===== config.mk =====
export PLATFORM = sky130hd
export DESIGN_NAME = shift_register_univ
export DESIGN_NICKNAME = d
export VERILOG_FILES = /design/src/rtl/shift_register_univ.sv
export SDC_FILE = /design/constraint.sdc
export NUM_CORES = 1
export LEC_CHECK = 0
export CAP_MARGIN = 10
export CORE_MARGIN = 2
export CORE_UTILIZATION = 40
export CTS_BUF_LIST = sky130_fd_sc_hd__clkbuf_8
export DETAILED_ROUTE_END_ITERATION = 10
export GPL_ROUTABILITY_DRIVEN = 0
export GPL_TIMING_DRIVEN = 0
export PLACE_DENSITY = 0.65
export SLEW_MARGIN = 20
export SYNTH_ARGS = -nofsm -noshare
export SYNTH_HDL_FRONTEND = slang
export SYNTH_SLANG_ARGS = --single-unit

===== constraint.sdc =====
create_clock -name clk -period 3.47 [get_ports clk]
set_input_delay 0.694 -clock clk [delete_from_list [all_inputs] [get_ports clk]]
set_output_delay 0.694 -clock clk [all_outputs]
set_load 0.03 [all_outputs]

===== src/rtl/shift_register_univ.sv =====
// Universal loadable shift/rotate register with single-step opcodes and a
// multi-cycle shift engine (start/busy/done) that shifts one bit per cycle.
module shift_register_univ #(
    parameter int WIDTH = 32,
    parameter int AMT_W = 5
) (
    input  logic             clk,
    input  logic             reset_n,
    input  logic [2:0]       op,
    input  logic [WIDTH-1:0] d,
    input  logic             si,
    input  logic             start,
    input  logic [AMT_W-1:0] amt,
    output logic [WIDTH-1:0] q,
    output logic             so,
    output logic             busy,
    output logic             done
);

    localparam logic [2:0] OP_HOLD  = 3'b000;
    localparam logic [2:0] OP_LOAD  = 3'b001;
    localparam logic [2:0] OP_SHL   = 3'b010;
    localparam logic [2:0] OP_SHR   = 3'b011;
    localparam logic [2:0] OP_ROL   = 3'b100;
    localparam logic [2:0] OP_ROR   = 3'b101;
    localparam logic [2:0] OP_ASR   = 3'b110;
    localparam logic [2:0] OP_CLEAR = 3'b111;

    localparam logic [0:0] ST_IDLE = 1'b0;
    localparam logic [0:0] ST_RUN  = 1'b1;

    logic [0:0]       state;
    logic [2:0]       op_lat;
    logic [AMT_W-1:0] cnt;

    function automatic logic is_shift_op(input logic [2:0] o);
        return (o >= OP_SHL) && (o <= OP_ASR);
    endfunction

    // Returns {so, q} after applying one operation to the current contents.
    function automatic logic [WIDTH:0] apply_op(
        input logic [2:0]       o,
        input logic [WIDTH-1:0] v,
        input logic             s,
        input logic [WIDTH-1:0] din,
        input logic             so_cur
    );
        logic [WIDTH:0] r;
        case (o)
            OP_HOLD:  r = {so_cur, v};
            OP_LOAD:  r = {so_cur, din};
            OP_SHL:   r = {v[WIDTH-1], v[WIDTH-2:0], s};
            OP_SHR:   r = {v[0], s, v[WIDTH-1:1]};
            OP_ROL:   r = {v[WIDTH-1], v[WIDTH-2:0], v[WIDTH-1]};
            OP_ROR:   r = {v[0], v[0], v[WIDTH-1:1]};
            OP_ASR:   r = {v[0], v[WIDTH-1], v[WIDTH-1:1]};
            OP_CLEAR: r = {so_cur, {WIDTH{1'b0}}};
            default:  r = {so_cur, v};
        endcase
        return r;
    endfunction

    assign busy = (state == ST_RUN);

    // NOTE: all state here uses non-blocking assignments so every flop samples
    // pre-edge values; blocking assignments would chain updates within one edge.
    always_ff @(posedge clk or negedge reset_n) begin
        if (!reset_n) begin
            q      <= '0;
            so     <= 1'b0;
            done   <= 1'b0;
            state  <= ST_IDLE;
            op_lat <= OP_HOLD;
            cnt    <= '0;
        end else begin
            done <= 1'b0;
            if (state == ST_IDLE) begin
                if (start && is_shift_op(op)) begin
                    // Latch the request; data is untouched on the accepting edge.
                    op_lat <= op;
                    cnt    <= amt;
                    if (amt != '0) begin
                        state <= ST_RUN;
                    end else begin
                        done <= 1'b1;
                    end
                end else begin
                    {so, q} <= apply_op(op, q, si, d, so);
                end
            end else begin
                {so, q} <= apply_op(op_lat, q, si, d, so);
                cnt     <= cnt - AMT_W'(1);
                if (cnt == AMT_W'(1)) begin
                    state <= ST_IDLE;
                    done  <= 1'b1;
                end
            end
        end
    end

endmodule


======== Word level (Yosys, flattened, before mapping) ========
Index checks and enable logic that the tools add are counted.
operators by class
  add/sub/neg operators ................... 1
  order comparisons ....................... 2
  equal/unequal tests ..................... 24
  mux-type cells .......................... 16
  bitwise gates (word level) .............. 1
  reduce and logical (&&, ||, !) cells .... 10
operators with widths
  kind                                                               number
  case mux 33 bit (7 select lines)                                   2
  two-way mux 32 bit                                                 2
  == test 3 bit, second input constant                               8
  != test 2 bit, second input constant                               9
  == test 3 x 2 -> 1 bit, second input constant                      4
  two-way mux 1 bit                                                  10
  two-way mux 5 bit                                                  2
  AND reduction 7 bit                                                1
  == test 3 x 1 -> 1 bit, second input constant                      2
  zero test 3 bit                                                    2
  == test 5 x 1 -> 1 bit, second input constant                      1
  AND reduction 5 bit                                                1
  nonzero test 5 bit                                                 1
  subtractor 5 x 1 -> 5 bit, second input constant                   1
  greater-or-equal comparator 3 x 2 -> 1 bit, second input constant  1
  less-or-equal comparator 3 bit, second input constant              1
  AND reduction 3 bit                                                1
  logical AND 1 bit                                                  2
  AND reduction 2 bit                                                1
  nonzero test 2 bit                                                 1
  NOT 1 bit                                                          1
word-level totals
  register bits ........................... 43
  input port bits ......................... 44
  output and inout bits ................... 35

======== Longest topological paths before layout ========
  word-level depth ........................ 5
  mapped depth ............................ 8

======== Worst setup path after synthesis ========
No wires, ideal clock.
  path kind ............................... in2reg
  start ................................... input op[2]
  end ..................................... register so
  library setup time ...................... 0.128 ns
  arrival time ............................ 2.179 ns
  required time ........................... 3.342 ns
  setup slack ............................. 1.164 ns
  stages .................................. 7
  buffers on the path ..................... 2
  cell sequence ........................... buf_2 -> or2_4 -> and3_4 -> o31a_1 -> buf_6 -> a311oi_2 -> mux2_1
between the ends
  cells in the longest elaborated chain, start to end .. 5
  elaborated cells on any way between the ends .. 20
RTL lines
  what                                                                                                 line  source
  from (decl)                                                                                          9     input logic [2:0] op,
  greater-or-equal comparator 3 x 2 -> 1 bit / less-or-equal comparator 3 bit (equally long branches)  37    return (o >= OP_SHL) && (o <= OP_ASR);
  logical AND 1 bit                                                                                    37
  logical AND 1 bit                                                                                    78    if (start && is_shift_op(op)) begin
  != test 2 bit (no line)                                                                              n/a
  AND reduction 7 bit (no line)                                                                        n/a
  to (signal assigned)                                                                                 88    {so, q} <= apply_op(op, q, si, d, so);
  to (signal assigned)                                                                                 91    {so, q} <= apply_op(op_lat, q, si, d, so);
  to (decl)                                                                                            15    output logic so,
Parallel ways exist; a longest one is shown, timed or not. The select of a mux whose other input is x is not followed.
A chain may end at the register's enable or synchronous reset.

======== Worst setup path in the final report ========
  start ................................... input op[0]
  end ..................................... register q[6]
between the ends
  cells in the longest elaborated chain, start to end .. 5
  elaborated cells on any way between the ends .. 18
RTL lines
  what                                                                                                 line  source
  greater-or-equal comparator 3 x 2 -> 1 bit / less-or-equal comparator 3 bit (equally long branches)  37
  logical AND 1 bit                                                                                    37
  logical AND 1 bit                                                                                    78
  != test 2 bit (no line)                                                                              n/a
  AND reduction 3 bit (no line)                                                                        n/a
  to (signal assigned)                                                                                 88
  to (signal assigned)                                                                                 91
  to (decl)                                                                                            14    output logic [WIDTH-1:0] q,
Parallel ways exist; a longest one is shown, timed or not. The select of a mux whose other input is x is not followed.

==> run metrics <==
class of the most critical setup path in -> reg; Chip Width 101 um; Die H 101 um; Global Route Usage Sum 23.7%; first-pass GRT wire length 19600 um; Crit. End Element flop; number of hold buffers added after cts 0; RSZ-0062 raised after global routing no; Pwr Total 0.00496 W; Final Cycle Share 72.8%; fin. max-slew vios 0; Routed wire per std cell 18.7 um; post-synthesis instance total 457; post_cts resized 0; Seq/Total Area, Yosys 28.6%; leakage power 1.84 nW; Finished Core Util 51.7%; post-route ant nets 0; Slew HR 60.7%; clock insertion delay at the later pin of the skew report 300 ps; synth unique cells 38; Synth Flop Type dfrtp_1; die area 10200 um^2; share of cells above drive strength 1 6.64%; vias in the first global route 3773; commonest cells after routing, fill and taps aside o21ai_0, clkdlybuf4s50_1, mux2i_1; Sink Count 43; clock-pin slew on the worst setup and hold paths 90 ps; row cnt 35; CTS root buffer clkbuf_8; TNS Setup 0 ps; CTS tree yes; crit start category input pin; Worst Path Required 3700 ps; synthesized flop and latch total 43; Num CTS Buffers 5; Max IR drop VDD 0.454 mV; commonest non-fill, non-tap cell in the layout o21ai_0; Final Non-Filler Cells 653; status complete, no violations; fin nets 587; placed cell count 645; worst-margin pin slew 590 ps; antenna cells 0; initial antenna violation count 0; DR vias/cell 6.26; maxcap violations 0; starting density of the core 40.9%; Core Box Area 9200 um^2; DR pass1 iterations 5; postcts setup bufs 0; Worst Hold Class in -> async; Worst Clk Skew 8.03 ps; critical path fanouts, max 10; Post-synth EDFFs 0; Detail Placement HPWL 8240 um; Fmax 0.396 GHz; Synth Area per Inst 8.23 um^2; # IOs 79; GR Overflow Total 0; pwr dens 1040 nW/um^2; drc violations 0; # setup viols final 0; R2R cell count 8; Post-Syn Area 3760 um^2; port buffer count 76; YS warnings 0; pin count of the biggest net entering global routing 24; Total Wirelength 12200 um; starting DRC count in detailed routing 374; Final Hold Viols 0; Worst EP arrival 2760 ps; Area Growth Syn to Fin 26.5%; Period minus WS final 2530 ps; DR vias 4087; H-tree depth 2; syn_nets 503; ys async rst share 100%; Clock Path Buffers 2
[per-stage QoR]
step	hold WS (ps)	area (um^2)	setup WS, ps
floorplan	398	3760	1160
global placement	515	4660	421
detailed placement	527	4680	672
CTS	367	4760	976
global route	393	4760	763
finish	346	4760	944
[area by class of cell]
type | count | area (um^2)
fillers | 921 | 4440
multi-input cells | 362 | 2460
flip-flops and latches | 43 | 1080
repair buffers | 77 | 776
plain buffers | 48 | 214
well taps | 111 | 139
clock buffers | 5 | 68.8
inverters | 4 | 15.0
clock inverters | 3 | 12.5
[final timing paths]
| check | from | endpoint | slack, ps |
|---|---|---|---|
| max | op[0] | q[6] | 940 |
| min | reset_n | q[12] | 350 |
| max reg2reg | op_lat[2] | q[14] | 1290 |
| min reg2reg | so | so | 540 |
| max in group asynchronous | reset_n | q[27] | 2610 |
| min in group clk | so | so | 540 |
[layer usage]
| layer | track usage (%) | wire, um | vias to the layer above | part of all wire, % |
|---|---|---|---|---|
| met4 | 7.38 | 166 | 0 | 1.4 |
| met3 | 3.05 | 835 | 13 | 6.8 |
| met2 | 37.0 | 5740 | 185 | 47 |
| met5 | 0 | 0 | - | 0 |
| li1 | - | - | 1901 | - |
| met1 | 34.1 | 5450 | 1988 | 45 |
[power breakdown]
part           switching, W  total [W]  internal, W  leakage (nW)
clock              0.000185   0.000321     0.000136        0.0505
sequential         0.000462    0.00124     0.000779         0.527
combinational       0.00198    0.00340      0.00142          1.26
total               0.00263    0.00496      0.00233          1.84
[state kept, by name (all words and copies together) (netlist names)]
register,cells
so,1
cnt,5
q,32
busy,1
done,1
op_lat,3
[worst max-delay path: stages]
cell             delay, ps
clkdlybuf4s50_1        510
and3b_1                270
buf_2                  250
buf_1                  480
a22oi_1                160
o21ai_0                130
o21ai_0                100
o21ai_0                160
[synthesized netlist by cell type (3+ instances only)]
| cell type | count | area, um^2 |
|---|---|---|
| o21ai_0 | 93 | 465 |
| mux2i_1 | 63 | 631 |
| a22oi_1 | 57 | 428 |
| dfrtp_1 | 43 | 1080 |
| nand2_1 | 41 | 154 |
| clkbuf_1 | 29 | 109 |
| o211ai_1 | 29 | 218 |
| buf_2 | 15 | 75.1 |
| nor2_1 | 15 | 56.3 |
| a21oi_1 | 11 | 55.1 |
| xnor2_1 | 6 | 52.6 |
| mux2_2 | 5 | 56.3 |
| a211oi_1 | 4 | 30.0 |
| inv_1 | 4 | 15.0 |
| nor2b_1 | 4 | 25.0 |
| a221oi_1 | 3 | 26.3 |
| nand2b_1 | 3 | 18.8 |
| nand3_1 | 3 | 15.0 |
| nor3_1 | 3 | 15.0 |
[kinds of logic after synthesis]
| kind of cell | count (synthesis) | share of synthesized area [%] |
|---|---|---|
| multiplexers | 70 | 18.9 |
| AO/OA/AOI/OAI | 208 | 35.3 |
| XOR/XNOR | 7 | 1.63 |
| adder cells (fa/ha/maj) | 2 | 0.665 |
| buffers and inverters | 52 | 6.09 |
| AND/OR/NAND/NOR | 75 | 8.88 |
| flip-flops | 43 | 28.6 |
Note: power is estimated with default switching activity, not from simulation.
